### src/rtl/palette_lut.sv
// Programmable colour palette (flop storage, async-reset defaults) with per-request brightness scaling.
// Result 2 cycles after acceptance; a held output freezes both stages and drops in_ready.
module palette_lut #(
  parameter int IDX_W = 3,
  parameter int CH_W  = 8
) (
  input  logic              clk,
  input  logic              rst_n,
  input  logic              in_valid,
  output logic              in_ready,
  input  logic [IDX_W-1:0]  colour,
  input  logic [CH_W-1:0]   bright,
  output logic              out_valid,
  input  logic              out_ready,
  output logic [3*CH_W-1:0] rgb,
  input  logic              wr_en,
  input  logic [IDX_W-1:0]  wr_idx,
  input  logic [3*CH_W-1:0] wr_rgb
);
  localparam int DEPTH = 1 << IDX_W;
  localparam int RGB_W = 3 * CH_W;
  localparam int PW    = 2 * CH_W + 1;

  // Entries above 7 repeat the 8-colour pattern; narrow indices zero-fill.
  function automatic logic [RGB_W-1:0] default_entry(input int i);
    logic [2:0] b;
    b = i[2:0];
    return {{CH_W{b[2]}}, {CH_W{b[1]}}, {CH_W{b[0]}}};
  endfunction

  logic [RGB_W-1:0] pal [DEPTH];
  logic [RGB_W-1:0] s1_data;
  logic [RGB_W-1:0] scaled;
  logic [CH_W-1:0]  s1_bright;
  logic             s1_valid;
  logic             stall;
  logic             accept;
  logic [CH_W:0]    gain;
  logic [CH_W-1:0]  ch;
  logic [PW-1:0]    prod;

  assign stall    = out_valid && !out_ready;
  assign in_ready = !stall;
  assign accept   = in_valid && in_ready;

  always_ff @(posedge clk or negedge rst_n) begin
    if (!rst_n) begin
      for (int i = 0; i < DEPTH; i++) pal[i] <= default_entry(i);
    end else if (wr_en) begin
      pal[wr_idx] <= wr_rgb;
    end
  end

  // The lookup reads pre-edge contents, so a same-edge write is not seen.
  always_ff @(posedge clk or negedge rst_n) begin
    if (!rst_n) begin
      s1_valid  <= 1'b0;
      s1_data   <= '0;
      s1_bright <= '0;
    end else if (!stall) begin
      s1_valid <= in_valid;
      if (accept) begin
        s1_data   <= pal[colour];
        s1_bright <= bright;
      end
    end
  end

  always_comb begin
    scaled = '0;
    ch     = '0;
    prod   = '0;
    gain   = {1'b0, s1_bright} + (CH_W+1)'(1);
    for (int c = 0; c < 3; c++) begin
      ch   = s1_data[c*CH_W +: CH_W];
      prod = PW'(ch) * PW'(gain);
      scaled[c*CH_W +: CH_W] = CH_W'(prod >> CH_W);
    end
  end

  always_ff @(posedge clk or negedge rst_n) begin
    if (!rst_n) begin
      out_valid <= 1'b0;
      rgb       <= '0;
    end else if (!stall) begin
      out_valid <= s1_valid;
      if (s1_valid) rgb <= scaled;
    end
  end
endmodule

### config.mk
export PLATFORM = sky130hd
export DESIGN_NAME = palette_lut
export DESIGN_NICKNAME = d
export VERILOG_FILES = /design/src/rtl/palette_lut.sv
export SDC_FILE = /design/constraint.sdc
export NUM_CORES = 1
export LEC_CHECK = 0
export ABC_AREA = 1
export CAP_MARGIN = 10
export CORE_ASPECT_RATIO = 1.4
export CORE_MARGIN = 3
export CORE_UTILIZATION = 55
export DETAILED_ROUTE_END_ITERATION = 8
export GPL_TIMING_DRIVEN = 0
export MAX_ROUTING_LAYER = met4
export PLACE_DENSITY = 0.74
export SYNTH_ARGS = -nofsm -noshare
export SYNTH_HDL_FRONTEND = slang
export SYNTH_SLANG_ARGS = --single-unit
### constraint.sdc
create_clock -name clk -period 4.1 [get_ports clk]
set_input_delay 0.82 -clock clk [delete_from_list [all_inputs] [get_ports clk]]
set_output_delay 0.82 -clock clk [all_outputs]
set_load 0.005 [all_outputs]
==> results of run 1 <==
## cells by family after synthesis
| family | after synthesis | share of synthesized area (%) |
|---|---|---|
| flops | 250 | 36.1 |
| simple gates | 786 | 17.7 |
| mux | 48 | 2.72 |
| buf+inv | 432 | 9.70 |
| xor+xnor | 11 | 0.546 |
| fa+ha+maj | 217 | 20.5 |
| compound gates | 411 | 12.7 |
## sequential cells by signal, indices dropped and copies added (netlist names)
name / count
s1_valid: 1
s1_bright: 8
pal: 192
s1_data: 24
rgb: 24
out_valid: 1
## worst max-delay path, cell delays in order, from the launching register on
cell                        delay, ns
sky130_fd_sc_hd__dfrtp_2         0.44
sky130_fd_sc_hd__ha_4            0.18
sky130_fd_sc_hd__buf_4           0.13
sky130_fd_sc_hd__buf_6           0.12
sky130_fd_sc_hd__xor2_4          0.20
sky130_fd_sc_hd__inv_2           0.08
sky130_fd_sc_hd__clkbuf_16       0.17
sky130_fd_sc_hd__nor2_4          0.10
sky130_fd_sc_hd__fa_1            0.44
sky130_fd_sc_hd__fa_1            0.51
sky130_fd_sc_hd__fa_1            0.54
sky130_fd_sc_hd__inv_2           0.05
sky130_fd_sc_hd__fa_1            0.51
sky130_fd_sc_hd__inv_2           0.05
sky130_fd_sc_hd__ha_4            0.31
sky130_fd_sc_hd__nand2_4         0.08
sky130_fd_sc_hd__nor4_2          0.26
sky130_fd_sc_hd__nand2_1         0.15
sky130_fd_sc_hd__nand2_1         0.08
sky130_fd_sc_hd__nand2_1         0.05
sky130_fd_sc_hd__nand3_1         0.06
sky130_fd_sc_hd__nand2_1         0.06
## worst min-delay path by stage
stage                     end  slack [ns]  cells after the start
global route           rgb[1]        0.44                      1
finish                 rgb[1]        0.35                      1
CTS                    rgb[1]        0.39                      1
floorplan           out_valid        0.43                      2
detailed placement  out_valid        0.45                      2
global placement    out_valid        0.44                      2
## routing by layer
metal,vias to the layer above,part of all wire [%],track usage (%)
li1,7115,-,-
met1,7363,38,34.3
met2,553,52,53.7
met3,184,4.8,3.59
met4,0,5.8,15.3
met5,-,0,-
## synthesized netlist by cell type, types with 46 or more instances
cell type	instances	share of area (%)
sky130_fd_sc_hd__mux2i_1	48	2.7
sky130_fd_sc_hd__fa_1	120	14
sky130_fd_sc_hd__o21ai_0	267	7.6
sky130_fd_sc_hd__inv_1	333	7.1
sky130_fd_sc_hd__nor2_1	191	4.1
sky130_fd_sc_hd__dfrtp_1	154	22
sky130_fd_sc_hd__nand2_1	497	11
sky130_fd_sc_hd__clkbuf_1	46	0.98
sky130_fd_sc_hd__o211ai_1	72	3.1
sky130_fd_sc_hd__a21oi_1	62	1.8
sky130_fd_sc_hd__dfstp_2	96	14
sky130_fd_sc_hd__ha_1	97	6.9
sky130_fd_sc_hd__nand3_1	77	2.2
## where the power goes
group / leakage, nW / switching (mW) / internal [mW]
logic: 6.98 / 4.88 / 3.64
clock network: 0.430 / 0.983 / 1.43
registers: 2.94 / 0.300 / 3.13
total: 10.4 / 6.16 / 8.20
## layout make-up
type / count / area [um2] / share of cell area (%)
clock buffers: 37 / 733 / 3.48
plain buffers: 93 / 519 / 2.46
multi-input cells: 1473 / 10400 / 49.3
inverters: 338 / 1300 / 6.16
clock inverters: 11 / 134 / 0.635
repair buffers: 116 / 1130 / 5.36
well taps: 395 / 494 / 2.35
flip-flops and latches: 250 / 6380 / 30.3
## through the flow
stage / std cells / area, um2 / TNS, ns / setup WS, ns
after floorplan: 2155 / 17900 / -3.60 / -0.292
after global placement: 2615 / 19100 / -1700.74 / -7.97
after detailed placement: 2616 / 19100 / -20.16 / -1.06
after CTS: 2710 / 20900 / -10.0 / -0.538
after global routing: 2713 / 21100 / -14.22 / -0.739
final: 2713 / 21100 / -10.17 / -0.592
## repair_timing
| item | 4_1_cts | 5_1_grt |
|---|---|---|
| pin swaps | 65 | 27 |
| gates cloned | 1 | 0 |
| resized for setup | 144 | 40 |
| buffers inserted | 47 | 3 |
| endpoints found under the setup margin | 24 | 24 |
==> flow_summary.json, run 1 <==
{
  "gpl.final_weighted_congestion": 0.928,
  "critical_path.max_fanout": 8,
  "most_common_flop_cell_mapped_by_yosys": "sky130_fd_sc_hd__dfrtp_1",
  "setup.worst_path.class": "flip-flop to flip-flop",
  "grt-ovfl-total": 0,
  "detailedRoute.firstPassIterationCount": 6,
  "utilization_pct": 66.7,
  "number_of_global_route_vias_before_repair": 15861,
  "postRouteAntennaNets": 0,
  "grt_max_degree": 129,
  "num_vias": 15215,
  "final_hold_viol_count": 0,
  "setup_repair_after_global_routing_missed_its_margin": "true",
  "core_area_um2": 31600,
  "yosysWarningCount": 0,
  "final_period_minus_worst_setup_slack_ns": 4.69,
  "synth_area_um2": 17700,
  "pleak_nw": 10.4,
  "drtIter0Drc": 1061,
  "antenna-diode-count": 0,
  "final_min_period_over_clock_period_pct": 114,
  "cts.clk_slew.worst_paths_ns": 0.06,
  "drt_drc_violations_left": 0,
  "clock_tree.root_cell": "sky130_fd_sc_hd__clkbuf_16",
  "synthArstFlopShare_pct": 100,
  "final_common_cell": "sky130_fd_sc_hd__nand2_1",
  "core.rowCount": 77,
  "worstSetupEndpointType": "flip-flop",
  "fp.dieH_um": 218,
  "run_status": "finished with violations",
  "vdd.ir_drop.worst_mv": 0.490,
  "clk_latency_ns": 0.55,
  "tritoncts.num_buffers": 26,
  "final.setup.worst_slack_ns": -0.592,
  "hold_path_class": "input port to async pin",
  "n_fill_cell": 2626,
  "initial_utilization_pct": 55.9,
  "die_area_um2": 34300,
  "drive_above_1_share_pct": 16.7,
  "mostFrequentLayoutCells": "sky130_fd_sc_hd__nand2_1, sky130_fd_sc_hd__inv_1, sky130_fd_sc_hd__o21ai_0",
  "rr_endpoint": "rgb[14]",
  "synth.net_count": 2415,
  "initial_antenna_violation_count": 0,
  "seq_area_frac_synth_pct": 36.1,
  "hpwl_um": 37800,
  "critPathLaunchType": "flip-flop",
  "ctsLongestPathBuffers": 3,
  "setup.reg_to_reg.worst_slack_ns": -0.59,
  "drt-wirelength-per-cell_um": 18.5,
  "htree_levels": 1,
  "syn2layout_area_growth_pct": 19.4,
  "worst_pin_slew_ns": 0.955,
  "timing.final.setup_violations": 24,
  "max-slew-margin-rel_pct": 36.4,
  "timing.clock.skew_ns": 0.0157,
  "slew_viol_final": 0,
  "tritoncts": "done",
  "ys_ff_latch": 250,
  "groute.usage.overall_pct": 30.6,
  "postSynthCellCount": 2155,
  "fmax_achieved_mhz": 213,
  "cellPowerDensity_nw_per_um2": 681,
  "power_mw": 14.4,
  "synth_enable_flop_cells": 0,
  "worstSetupStartpoint": "s1_bright[0]",
  "port-buffer-count": 65,
  "cts_hold_buf": 0,
  "regToRegStartpoint": "s1_bright[0]",
  "destination_of_the_critical_timing_path": "rgb[14]",
  "vias_per_cell": 5.61,
  "floorplan.io_pins": 69,
  "drt_wl_total_um": 50200,
  "failing_checks": "negative setup slack",
  "synth.lib_cells_used.distinct": 33,
  "wire_length_of_the_first_global_routing_pass_um": 80800,
  "worstPathArrival_ns": 5.12,
  "rr_worst_depth": 21,
  "nets": 2558,
  "number_of_sinks_handled_by_clock_tree_synthesis": 250,
  "worstPathRequired_ns": 4.53,
  "fp.dieW_um": 157,
  "syn_area_per_cell_um2": 8.19,
  "cap_viol_max_count": 0,
  "worst_hold_slack_ns": 0.352
}
Power figures use the tool's default switching activity.
==> run 2, diff against run 1 <==
Settings changed: ABC_CLOCK_PERIOD_IN_PS set to 4100.
==> results of run 2 <==
The final DEF is identical to that of run 1; final timing and power are the same.
==> run 3, diff against run 2 <==
Settings changed: ABC_CLOCK_PERIOD_IN_PS 4100 to 5600, PLACE_DENSITY 0.74 to 0.84.
Clock period 4.1 ns to 5.6 ns, I/O delays scaled along.
==> run 3 against run 2 <==
  * The flow now finishes without violations
  * Global-route usage grew 0.32 points
  * Sequential cell count stayed put
  * Clock-buffer cell count decreased by 4
  * Sequential share of layout area increased by 1.9 points
  * Critical path type unchanged
  * Final cell count decreased by 1.7%
  * Sequential power fell by 27%
  * Final area shrank 6.0%
  * Critical path depth decreased by 3
  * Clock power fell by 22%
  * First-iteration DRC count rose by 34%
==> flow_summary.json, run 3 (synthesis results as in run 1) <==
{
  "run_status": "complete, no violations",
  "final_min_period_over_clock_period_pct": 95.7,
  "postRouteAntennaNets": 0,
  "worst_hold_slack_ns": 0.404,
  "utilization_pct": 62.7,
  "number_of_sinks_handled_by_clock_tree_synthesis": 250,
  "timing.critical_path.cells": "ha_1 -> buf_2 -> buf_1 -> nand2_1 -> fa_1 -> fa_1 -> inv_1 -> fa_1 -> inv_1 -> fa_1 -> inv_1 -> ha_1 -> a21oi_2 -> o21ai_0 -> a21oi_1 -> nand3b_1 -> nand3_1 -> nand2_1",
  "worstPathRequired_ns": 6.05,
  "drive_above_1_share_pct": 8.81,
  "worstSetupStartpoint": "s1_bright[1]",
  "mostFrequentLayoutCells": "sky130_fd_sc_hd__nand2_1, sky130_fd_sc_hd__inv_1, sky130_fd_sc_hd__o21ai_0",
  "final_period_minus_worst_setup_slack_ns": 5.36,
  "htree_levels": 1,
  "clock_tree.root_cell": "sky130_fd_sc_hd__clkbuf_16",
  "vias_per_cell": 5.81,
  "port-buffer-count": 65,
  "num_vias": 15477,
  "cell_mode_on_critical_path": "sky130_fd_sc_hd__fa_1",
  "cellPowerDensity_nw_per_um2": 445,
  "worst_pin_slew_ns": 0.842,
  "nets": 2511,
  "pleak_nw": 9.98,
  "largest_register_ff_count": 192,
  "slew_viol_final": 0,
  "hold_path_class": "input port to async pin",
  "drt_drc_violations_left": 0,
  "reg.largest.list": "pal (192), rgb (24), s1_data (24)",
  "n_fill_cell": 2691,
  "tritoncts": "done",
  "initial_utilization_pct": 55.9,
  "critical_path.max_fanout": 10,
  "hpwl_um": 38300,
  "vdd.ir_drop.worst_mv": 0.272,
  "timing.final.setup_violations": 0,
  "die_area_um2": 34300,
  "instances_no_fill": 2666,
  "groute.usage.overall_pct": 30.9,
  "floorplan.io_pins": 69,
  "slowest_delay_ns": 0.52,
  "cts.clk_slew.worst_paths_ns": 0.07,
  "critical_path_buf_inv_count": 5,
  "drt_wl_total_um": 51100,
  "detailedRoute.firstPassIterationCount": 7,
  "initial_antenna_violation_count": 0,
  "syn2layout_area_growth_pct": 12.2,
  "fp.dieW_um": 157,
  "core_area_um2": 31600,
  "tritoncts.num_buffers": 26,
  "worstSetupEndpointType": "flip-flop",
  "grt_max_degree": 116,
  "regMostFlops": "pal",
  "setup_repair_after_global_routing_missed_its_margin": "false",
  "timing.clock.skew_ns": 0.0206,
  "post_dp_cell_area_um2": 18900,
  "final_common_cell": "sky130_fd_sc_hd__nand2_1",
  "fmax_achieved_mhz": 187,
  "ctsLongestPathBuffers": 3,
  "antenna-diode-count": 0,
  "final_hold_viol_count": 0,
  "number_of_global_route_vias_before_repair": 15691,
  "critPathLaunchType": "flip-flop",
  "drt-wirelength-per-cell_um": 19.2,
  "total_instance_count_after_detailed_placement": 2617,
  "wire_length_of_the_first_global_routing_pass_um": 81200,
  "cts_hold_buf": 0,
  "max-slew-margin-rel_pct": 43.9,
  "grt-ovfl-total": 0,
  "drtIter0Drc": 1424,
  "clk_latency_ns": 0.56,
  "core.rowCount": 77,
  "cap_viol_max_count": 0,
  "dp_slack_ns": 0.145,
  "final.setup.worst_slack_ns": 0.242,
  "cpMaxStageDelayCell": "sky130_fd_sc_hd__ha_1",
  "layout.cell_area.non_filler_um2": 19800,
  "worstPathArrival_ns": 5.80,
  "gpl.final_weighted_congestion": 0.975,
  "path_delay_family": "adder cells",
  "setup.worst_path.class": "flip-flop to flip-flop",
  "fp.dieH_um": 218,
  "regToRegStartpoint": "s1_bright[1]"
}
run 3: cell types whose count changed in the layout (fill, tap and decap cells not counted), moves of 17 or more:
cell / change
sky130_fd_sc_hd__nor2_1: +21
sky130_fd_sc_hd__buf_4: -39
sky130_fd_sc_hd__nand2_1: +33
sky130_fd_sc_hd__ha_4: -22
sky130_fd_sc_hd__inv_1: +17
sky130_fd_sc_hd__ha_1: +23
run 3: cell type report:
class | count | area [um2] | area share [%]
buffer | 94 | 444 | 2.24
clock buffer | 33 | 728 | 3.68
clock inverter | 15 | 193 | 0.973
inverter | 338 | 1280 | 6.44
multi-input combinational | 1473 | 9580 | 48.4
sequential | 250 | 6380 | 32.2
tap | 395 | 494 | 2.49
timing repair buffer | 68 | 718 | 3.62
run 3: final timing paths:
check	endpoint	slack, ns	cells past startpoint
worst max-delay path	rgb[20]	0.24	18
worst min-delay path	rgb[10]	0.40	1
worst max register to register	rgb[20]	0.24	18
worst min register to register	rgb[19]	0.47	2
max in group asynchronous	pal[88]	3.86	3
min in group clk	rgb[19]	0.47	2
run 3: report_power, final:
group / leakage (nW) / switching (mW) / internal [mW]
registers: 2.94 / 0.227 / 2.29
clock network: 0.443 / 0.770 / 1.11
logic: 6.60 / 2.75 / 1.67
total: 9.98 / 3.75 / 5.07
run 3: layer usage:
metal / vias to the layer above / GRT usage [%] / wire [um]
met5: - / - / 0
met4: 0 / 16.0 / 3130
met3: 213 / 4.47 / 3620
met2: 750 / 52.4 / 25700
met1: 7470 / 35.5 / 18700
li1: 7044 / - / -
run 3: stage by stage:
step / setup TNS [ns] / power, mW
5_1_grt: 0 / 9.55
4_1_cts: 0 / 8.76
2_1_floorplan: 0 / 5.60
3_3_place_gp: -1370.52 / 6.68
6_report: 0 / 8.81
3_5_place_dp: 0 / 6.87
run 3: repair_timing:
item,CTS,global route
endpoints found under the setup margin,0,8
setup buffers,0,1
resized for setup,0,6
hold endpoints to repair,0,0
